### src/rtl/sprite_pkg.sv
// sprite_pkg: shared palette, attribute record and defaults for the sprite compositor
package sprite_pkg;
  localparam int TRANSP_IDX_DEF = 5;
  localparam int TRIG_MAX_W = 16;
  localparam logic [23:0] PALETTE [8] = '{
    24'hFF3131, 24'h312D2B, 24'h878685, 24'h9B9DA0,
    24'hFFE100, 24'hFF00D6, 24'h000000, 24'hFFFFFF
  };
  typedef struct packed {
    logic [9:0]                   x;
    logic [9:0]                   y;
    logic signed [TRIG_MAX_W-1:0] sin;
    logic signed [TRIG_MAX_W-1:0] cos;
    logic                         vis;
  } sprite_attr_t;
endpackage

### src/rtl/sprite_compositor_if.sv
// sprite_compositor_if: video timing, attribute write, ROM and colour signals of the compositor
interface sprite_compositor_if #(
  parameter int NUM_SPRITES = 4,
  parameter int ADDR_W      = 9,
  parameter int TRIG_W      = 8
);
  localparam int IW = NUM_SPRITES > 1 ? $clog2(NUM_SPRITES) : 1;
  logic [9:0]                    DrawX;
  logic [9:0]                    DrawY;
  logic                          blank;
  logic                          frame_start;
  logic                          wr_en;
  logic [IW-1:0]                 wr_idx;
  logic [9:0]                    wr_x;
  logic [9:0]                    wr_y;
  logic [TRIG_W-1:0]             wr_sin;
  logic [TRIG_W-1:0]             wr_cos;
  logic                          wr_vis;
  logic [23:0]                   bg_rgb;
  logic [NUM_SPRITES*ADDR_W-1:0] rom_addr;
  logic [NUM_SPRITES*3-1:0]      rom_data;
  logic [7:0]                    Red;
  logic [7:0]                    Green;
  logic [7:0]                    Blue;
  logic                          out_blank;
  modport master (
    output DrawX, DrawY, blank, frame_start, wr_en, wr_idx, wr_x, wr_y,
           wr_sin, wr_cos, wr_vis, bg_rgb, rom_data,
    input  rom_addr, Red, Green, Blue, out_blank
  );
  modport slave (
    input  DrawX, DrawY, blank, frame_start, wr_en, wr_idx, wr_x, wr_y,
           wr_sin, wr_cos, wr_vis, bg_rgb, rom_data,
    output rom_addr, Red, Green, Blue, out_blank
  );
endinterface

### src/rtl/sprite_rotator.sv
// sprite_rotator: rotates the pixel into one sprite's texel space, bounds-checks it and registers the ROM address
module sprite_rotator
  import sprite_pkg::*;
#(
  parameter int SPR_DIM = 20,
  parameter int ADDR_W  = 9,
  parameter int TRIG_W  = 8
) (
  input  logic              clk,
  input  logic              rst_n,
  input  logic [9:0]        draw_x_i,
  input  logic [9:0]        draw_y_i,
  input  sprite_attr_t      attr_i,
  output logic              hit_o,
  output logic [ADDR_W-1:0] addr_o
);
  localparam int H = SPR_DIM / 2;
  logic signed [31:0] dx, dy, c, s, sx, sy;
  logic hit_d, hit_q;
  logic [ADDR_W-1:0] addr_d, addr_q;
  // Offsets are widened before subtracting so off-screen sprites never wrap around
  always_comb begin
    dx = 32'(draw_x_i) - 32'(attr_i.x);
    dy = 32'(draw_y_i) - 32'(attr_i.y);
    c = 32'($signed(attr_i.cos));
    s = 32'($signed(attr_i.sin));
    sx = (dx * c + dy * s) >>> (TRIG_W - 2);
    sy = (dy * c - dx * s) >>> (TRIG_W - 2);
    hit_d = attr_i.vis && sx >= -H && sx < H && sy >= -H && sy < H;
    addr_d = hit_d ? ADDR_W'((sy + H) * SPR_DIM + sx + H) : '0;
  end
  // Stage-1 registers
  always_ff @(posedge clk or negedge rst_n)
    if (!rst_n) begin
      hit_q <= 1'b0;
      addr_q <= '0;
    end else begin
      hit_q <= hit_d;
      addr_q <= addr_d;
    end
  assign hit_o = hit_q;
  assign addr_o = addr_q;
endmodule

### src/rtl/sprite_compositor.sv
// sprite_compositor: three-stage compositor of rotated palette sprites over a background colour
module sprite_compositor
  import sprite_pkg::*;
#(
  parameter int NUM_SPRITES = 4,
  parameter int SPR_DIM     = 20,
  parameter int ADDR_W      = 9,
  parameter int TRIG_W      = 8,
  parameter int TRANSP_IDX  = TRANSP_IDX_DEF
) (
  input logic               CLK,
  input logic               Reset_n,
  sprite_compositor_if.slave bus
);
  sprite_attr_t pend_q [NUM_SPRITES];
  sprite_attr_t act_q [NUM_SPRITES];
  sprite_attr_t wr_attr;
  logic [NUM_SPRITES-1:0] hit1, hit2_q;
  logic [NUM_SPRITES*ADDR_W-1:0] addr1;
  logic blank1_q, blank2_q, oblank_q;
  logic [23:0] rgb_d, rgb_q;
  assign wr_attr = '{bus.wr_x, bus.wr_y, TRIG_MAX_W'($signed(bus.wr_sin)),
                     TRIG_MAX_W'($signed(bus.wr_cos)), bus.wr_vis};
  // Pending bank takes writes; the active bank copies the pre-write pending bank on frame_start
  always_ff @(posedge CLK or negedge Reset_n)
    if (!Reset_n) begin
      pend_q <= '{default: '0};
      act_q <= '{default: '0};
    end else begin
      if (bus.frame_start) act_q <= pend_q;
      if (bus.wr_en && 32'(bus.wr_idx) < NUM_SPRITES) pend_q[bus.wr_idx] <= wr_attr;
    end
  genvar i;
  for (i = 0; i < NUM_SPRITES; i++) begin : g_rot
    sprite_rotator #(.SPR_DIM(SPR_DIM), .ADDR_W(ADDR_W), .TRIG_W(TRIG_W)) u_rot (
      .clk(CLK),
      .rst_n(Reset_n),
      .draw_x_i(bus.DrawX),
      .draw_y_i(bus.DrawY),
      .attr_i(act_q[i]),
      .hit_o(hit1[i]),
      .addr_o(addr1[i*ADDR_W +: ADDR_W])
    );
  end
  // Highest channel first so the lowest qualifying channel overwrites last and wins
  always_comb begin
    rgb_d = bus.bg_rgb;
    for (int k = NUM_SPRITES - 1; k >= 0; k--)
      if (hit2_q[k] && 32'(bus.rom_data[k*3 +: 3]) != TRANSP_IDX) rgb_d = PALETTE[bus.rom_data[k*3 +: 3]];
    if (!blank2_q) rgb_d = '0;
  end
  // Delay blank and hits to meet rom_data, then register the final colour
  always_ff @(posedge CLK or negedge Reset_n)
    if (!Reset_n) begin
      blank1_q <= 1'b0;
      blank2_q <= 1'b0;
      hit2_q <= '0;
      rgb_q <= '0;
      oblank_q <= 1'b0;
    end else begin
      blank1_q <= bus.blank;
      blank2_q <= blank1_q;
      hit2_q <= hit1;
      rgb_q <= rgb_d;
      oblank_q <= blank2_q;
    end
  assign bus.rom_addr = addr1;
  assign bus.Red = rgb_q[23:16];
  assign bus.Green = rgb_q[15:8];
  assign bus.Blue = rgb_q[7:0];
  assign bus.out_blank = oblank_q;
endmodule

### src/flat_wrapper.sv
// flat-port wrapper written by rule: the top's interface ports become plain ports
module sprite_compositor_flat import sprite_pkg::*;
#(
  parameter int NUM_SPRITES = 4,
  parameter int SPR_DIM     = 20,
  parameter int ADDR_W      = 9,
  parameter int TRIG_W      = 8,
  parameter int TRANSP_IDX  = TRANSP_IDX_DEF
)
  (CLK, Reset_n, bus_DrawX, bus_DrawY, bus_blank, bus_frame_start, bus_wr_en, bus_wr_idx, bus_wr_x, bus_wr_y, bus_wr_sin, bus_wr_cos, bus_wr_vis, bus_bg_rgb, bus_rom_data, bus_rom_addr, bus_Red, bus_Green, bus_Blue, bus_out_blank);
  sprite_compositor_if #(.NUM_SPRITES(NUM_SPRITES), .ADDR_W(ADDR_W), .TRIG_W(TRIG_W)) bus_i ();
  input logic CLK;
  input logic Reset_n;
  input wire logic [$bits(bus_i.DrawX)-1:0] bus_DrawX;
  input wire logic [$bits(bus_i.DrawY)-1:0] bus_DrawY;
  input wire logic [$bits(bus_i.blank)-1:0] bus_blank;
  input wire logic [$bits(bus_i.frame_start)-1:0] bus_frame_start;
  input wire logic [$bits(bus_i.wr_en)-1:0] bus_wr_en;
  input wire logic [$bits(bus_i.wr_idx)-1:0] bus_wr_idx;
  input wire logic [$bits(bus_i.wr_x)-1:0] bus_wr_x;
  input wire logic [$bits(bus_i.wr_y)-1:0] bus_wr_y;
  input wire logic [$bits(bus_i.wr_sin)-1:0] bus_wr_sin;
  input wire logic [$bits(bus_i.wr_cos)-1:0] bus_wr_cos;
  input wire logic [$bits(bus_i.wr_vis)-1:0] bus_wr_vis;
  input wire logic [$bits(bus_i.bg_rgb)-1:0] bus_bg_rgb;
  input wire logic [$bits(bus_i.rom_data)-1:0] bus_rom_data;
  output wire logic [$bits(bus_i.rom_addr)-1:0] bus_rom_addr;
  output wire logic [$bits(bus_i.Red)-1:0] bus_Red;
  output wire logic [$bits(bus_i.Green)-1:0] bus_Green;
  output wire logic [$bits(bus_i.Blue)-1:0] bus_Blue;
  output wire logic [$bits(bus_i.out_blank)-1:0] bus_out_blank;
  assign bus_i.DrawX = bus_DrawX;
  assign bus_i.DrawY = bus_DrawY;
  assign bus_i.blank = bus_blank;
  assign bus_i.frame_start = bus_frame_start;
  assign bus_i.wr_en = bus_wr_en;
  assign bus_i.wr_idx = bus_wr_idx;
  assign bus_i.wr_x = bus_wr_x;
  assign bus_i.wr_y = bus_wr_y;
  assign bus_i.wr_sin = bus_wr_sin;
  assign bus_i.wr_cos = bus_wr_cos;
  assign bus_i.wr_vis = bus_wr_vis;
  assign bus_i.bg_rgb = bus_bg_rgb;
  assign bus_i.rom_data = bus_rom_data;
  assign bus_rom_addr = bus_i.rom_addr;
  assign bus_Red = bus_i.Red;
  assign bus_Green = bus_i.Green;
  assign bus_Blue = bus_i.Blue;
  assign bus_out_blank = bus_i.out_blank;
  sprite_compositor #(.NUM_SPRITES(NUM_SPRITES), .SPR_DIM(SPR_DIM), .ADDR_W(ADDR_W), .TRIG_W(TRIG_W), .TRANSP_IDX(TRANSP_IDX)) u_core (.CLK(CLK), .Reset_n(Reset_n), .bus(bus_i));
endmodule
### config.mk
export PLATFORM = sky130hd
export DESIGN_NAME = sprite_compositor_flat
export DESIGN_NICKNAME = d
export VERILOG_FILES = /design/src/rtl/sprite_pkg.sv /design/src/rtl/sprite_compositor_if.sv /design/src/rtl/sprite_rotator.sv /design/src/rtl/sprite_compositor.sv /design/src/flat_wrapper.sv
export SDC_FILE = /design/constraint.sdc
export NUM_CORES = 2
export LEC_CHECK = 0
export ABC_AREA = 0
export CAP_MARGIN = 25
export CORE_MARGIN = 5
export CORE_UTILIZATION = 56
export CTS_CLUSTER_SIZE = 24
export DETAILED_ROUTE_END_ITERATION = 8
export PLACE_DENSITY = 0.72
export SYNTH_ARGS = -nofsm -noshare
export SYNTH_HDL_FRONTEND = slang
export SYNTH_SLANG_ARGS = --single-unit
### constraint.sdc
create_clock -name CLK -period 27.1 [get_ports CLK]
set_input_delay 5.42 -clock CLK [delete_from_list [all_inputs] [get_ports CLK]]
set_output_delay 5.42 -clock CLK [all_outputs]
set_load 0.1 [all_outputs]
==> reports/metrics.yaml <==
timing:
  timing.setup.tns_ns: 0
  finalCritPeriodShare: 0.602
  worst_pin_slew_ns: 1.10
  maxSlewViolCount: 0
  timing.fmax_ghz: 0.0613
  setup_ws_ns: 10.78
  period_needed_ns: 16.32
  hold_violations: 0
  setup_viol: 0
  max-slew-margin-rel: 0.248
  rsz0062_at_grt: "no"
  skew_ns: 0.0512
grt:
  grt_pass1_wl_um: 366000
  grt_remaining_overflow: 0
  grt_pass1_vias: 68800
  grt_usage: 0.279
  antenna_found_initial: 33
  grt_max_degree: 81
setup_path:
  reg2reg_slack_ns: 15.90
  cp.arrival_ns: 16.82
  worstPathMaxFanout: 16
  timing.rr.end: "u_core.g_rot[2].u_rot.addr_o[8]"
  criticalPathCategory: "in2reg"
  r2r_cells: 41
  critPathRequiredTime_ns: 27.60
  rr_startpoint: "u_core.act_q[87]"
  critPathBufInv: 5
  cp-start-kind: "primary input"
  worstSetupEndpointType: "register"
  slowest_delay_ns: 0.74
  slowest_stage: "clkdlybuf4s50_1"
  path_delay_family: "adder cells"
synth:
  syn_inst: 9097
  syn_area_per_cell_um2: 9.70
  synth-warning-count: 0
  synth_fp_nets: 11900
  async_flop_share: 1.00
  synth.top_cell.area_share: 0.428
  synth_ff_type: "dfrtp_1"
  synth_edf_count: 0
  yosysSeqAreaShare: 0.104
  yosysMostFrequentCell: "inv_1"
  yosys_register_bits: 367
  synth.distinct_cells: 86
  synth_area_mm2: 0.0882
  yosys-top-cells-count: "2071 x inv_1, 1884 x fa_1, 852 x ha_1"
  synth_area_leaders: "fa_1 43%, ha_1 12%, dfrtp_1 10%"
  yosysTopAreaCell: "fa_1"
finish:
  filler_cell_count: 13200
  register_area_mm2: 0.00918
  final_area_mm2: 0.0937
  areaGrowthSynthToFinish_pct: 6.20
  multiInputGateArea_mm2: 0.0701
  drive_gt1_frac: 0.0533
  final_nets: 11900
status:
  outcome: "finished, final reports clean"
drt:
  drc: 0
  final_antenna_net_count: 0
  viasPerCell: 5.55
  drt_iter0_drc: 4468
  drt-total-wl_um: 222000
  wl_per_cell_um: 19.8
  dr_total_vias: 62200
  dr.pass1.iters: 6
die:
  io_pins: 161
  fp.dieW_um: 407
  dieArea_mm2: 0.166
  coreArea_mm2: 0.156
  rows: 145
  die_h_um: 407
  initial_core_util: 0.564
clocking:
  cts_tree: "yes"
  cts.sinks: 367
  cts_setup_buffers: 0
  clk_transition_reported_paths_ns: 0.08
  cts_buffer_depth: 3
  cts.htree.levels: 2
  cts-root-buf: "clkbuf_16"
  clock_latency_ns: 0.63
  ctsHoldBuffers: 0
  cts_buffers: 46
  cts_resized: 0
placed_design:
  postPlaceCellArea_mm2: 0.0921
  gp_congestion: 0.919
  numPortBuffers: 160
  dpl.hpwl_um: 179000
  pre_cts_ws_ns: 10.30
min_path:
  hold_path.class: "reg2reg"
  whs_path_depth: 0
  hp-start: "u_core.g_rot[2].u_rot.hit_o"
  holdPathEnd: "u_core.hit2_q[2]"
run:
  maxCapViolCount: 0
flip-flops by register name (all words and copies together), names as in the netlist:
register / count
u_core.rgb_q: 24
u_core.blank2_q: 1
u_core.blank1_q: 1
u_core.pend_q: 148
u_core.g_rot.u_rot.hit_o: 4
u_core.g_rot.u_rot.addr_o: 36
u_core.act_q: 148
u_core.bus.out_blank: 1
u_core.hit2_q: 4
cells by family after synthesis:
group | Yosys count | synth area share
AO/OA/AOI/OAI | 862 | 0.0622
XOR/XNOR | 222 | 0.0220
adder cells (fa/ha/maj) | 2736 | 0.548
buffers and inverters | 2397 | 0.102
flip-flops | 367 | 0.104
multiplexers | 244 | 0.0310
AND/OR/NAND/NOR | 2269 | 0.130
area by class of cell:
type	instances	area share
multi-input cells	6333	0.748
flip-flops and latches	367	0.0980
inverters	2073	0.0831
well taps	2058	0.0275
repair buffers	275	0.0271
clock buffers	67	0.0139
clock inverters	17	0.00187
diodes	24	0.000641
worst max path at each step:
stage                 start                              end  cells past startpoint
4_1_cts        bus_DrawY[1]  u_core.g_rot[2].u_rot.addr_o[8]                     38
6_report       bus_DrawX[0]  u_core.g_rot[2].u_rot.addr_o[8]                     42
5_1_grt        bus_DrawY[1]  u_core.g_rot[3].u_rot.addr_o[8]                     40
2_1_floorplan  bus_DrawY[0]  u_core.g_rot[0].u_rot.addr_o[8]                     40
3_3_place_gp   bus_DrawY[1]  u_core.g_rot[2].u_rot.addr_o[8]                     38
3_5_place_dp   bus_DrawY[1]  u_core.g_rot[2].u_rot.addr_o[8]                     38
metrics by stage:
stage               hold WS [ns]   util  std cells
global route               0.355  0.599      11200
floorplan                  0.331      -       9097
global placement           0.337  0.589      11100
finish                     0.342  0.599      11200
CTS                        0.343  0.598      11200
detailed placement         0.339  0.589      11100
layer usage:
metal / track usage / wire length, um
met4: 0.0727 / 6310
met1: 0.384 / 93900
met5: 0 / 80
met3: 0.0468 / 16500
met2: 0.465 / 105000
placed cells by master, fill, tap and decap left out, drive strengths merged, types with 12 or more instances in the layout:
cell type / n
inv: 2078
fa: 1884
ha: 852
nand2: 823
and2: 501
dfrtp: 367
nor2: 295
o21ai: 266
mux2: 233
nor2b: 222
a21oi: 185
clkdlybuf4s50: 158
xnor2: 144
buf: 116
nand2b: 93
a21o: 86
xor2: 78
nor3: 76
clkbuf: 68
a31oi: 44
a21boi: 41
or2: 41
nand3: 40
a211oi: 32
o21a: 27
nand4: 27
and3: 25
o21bai: 25
diode: 24
o211ai: 21
nor4: 20
and4: 19
nor3b: 16
o22ai: 12
nor4b: 12
Power is left out: the tool's default activity adds up to more than one toggle a clock period on the data nets, which glitch-free logic cannot reach.
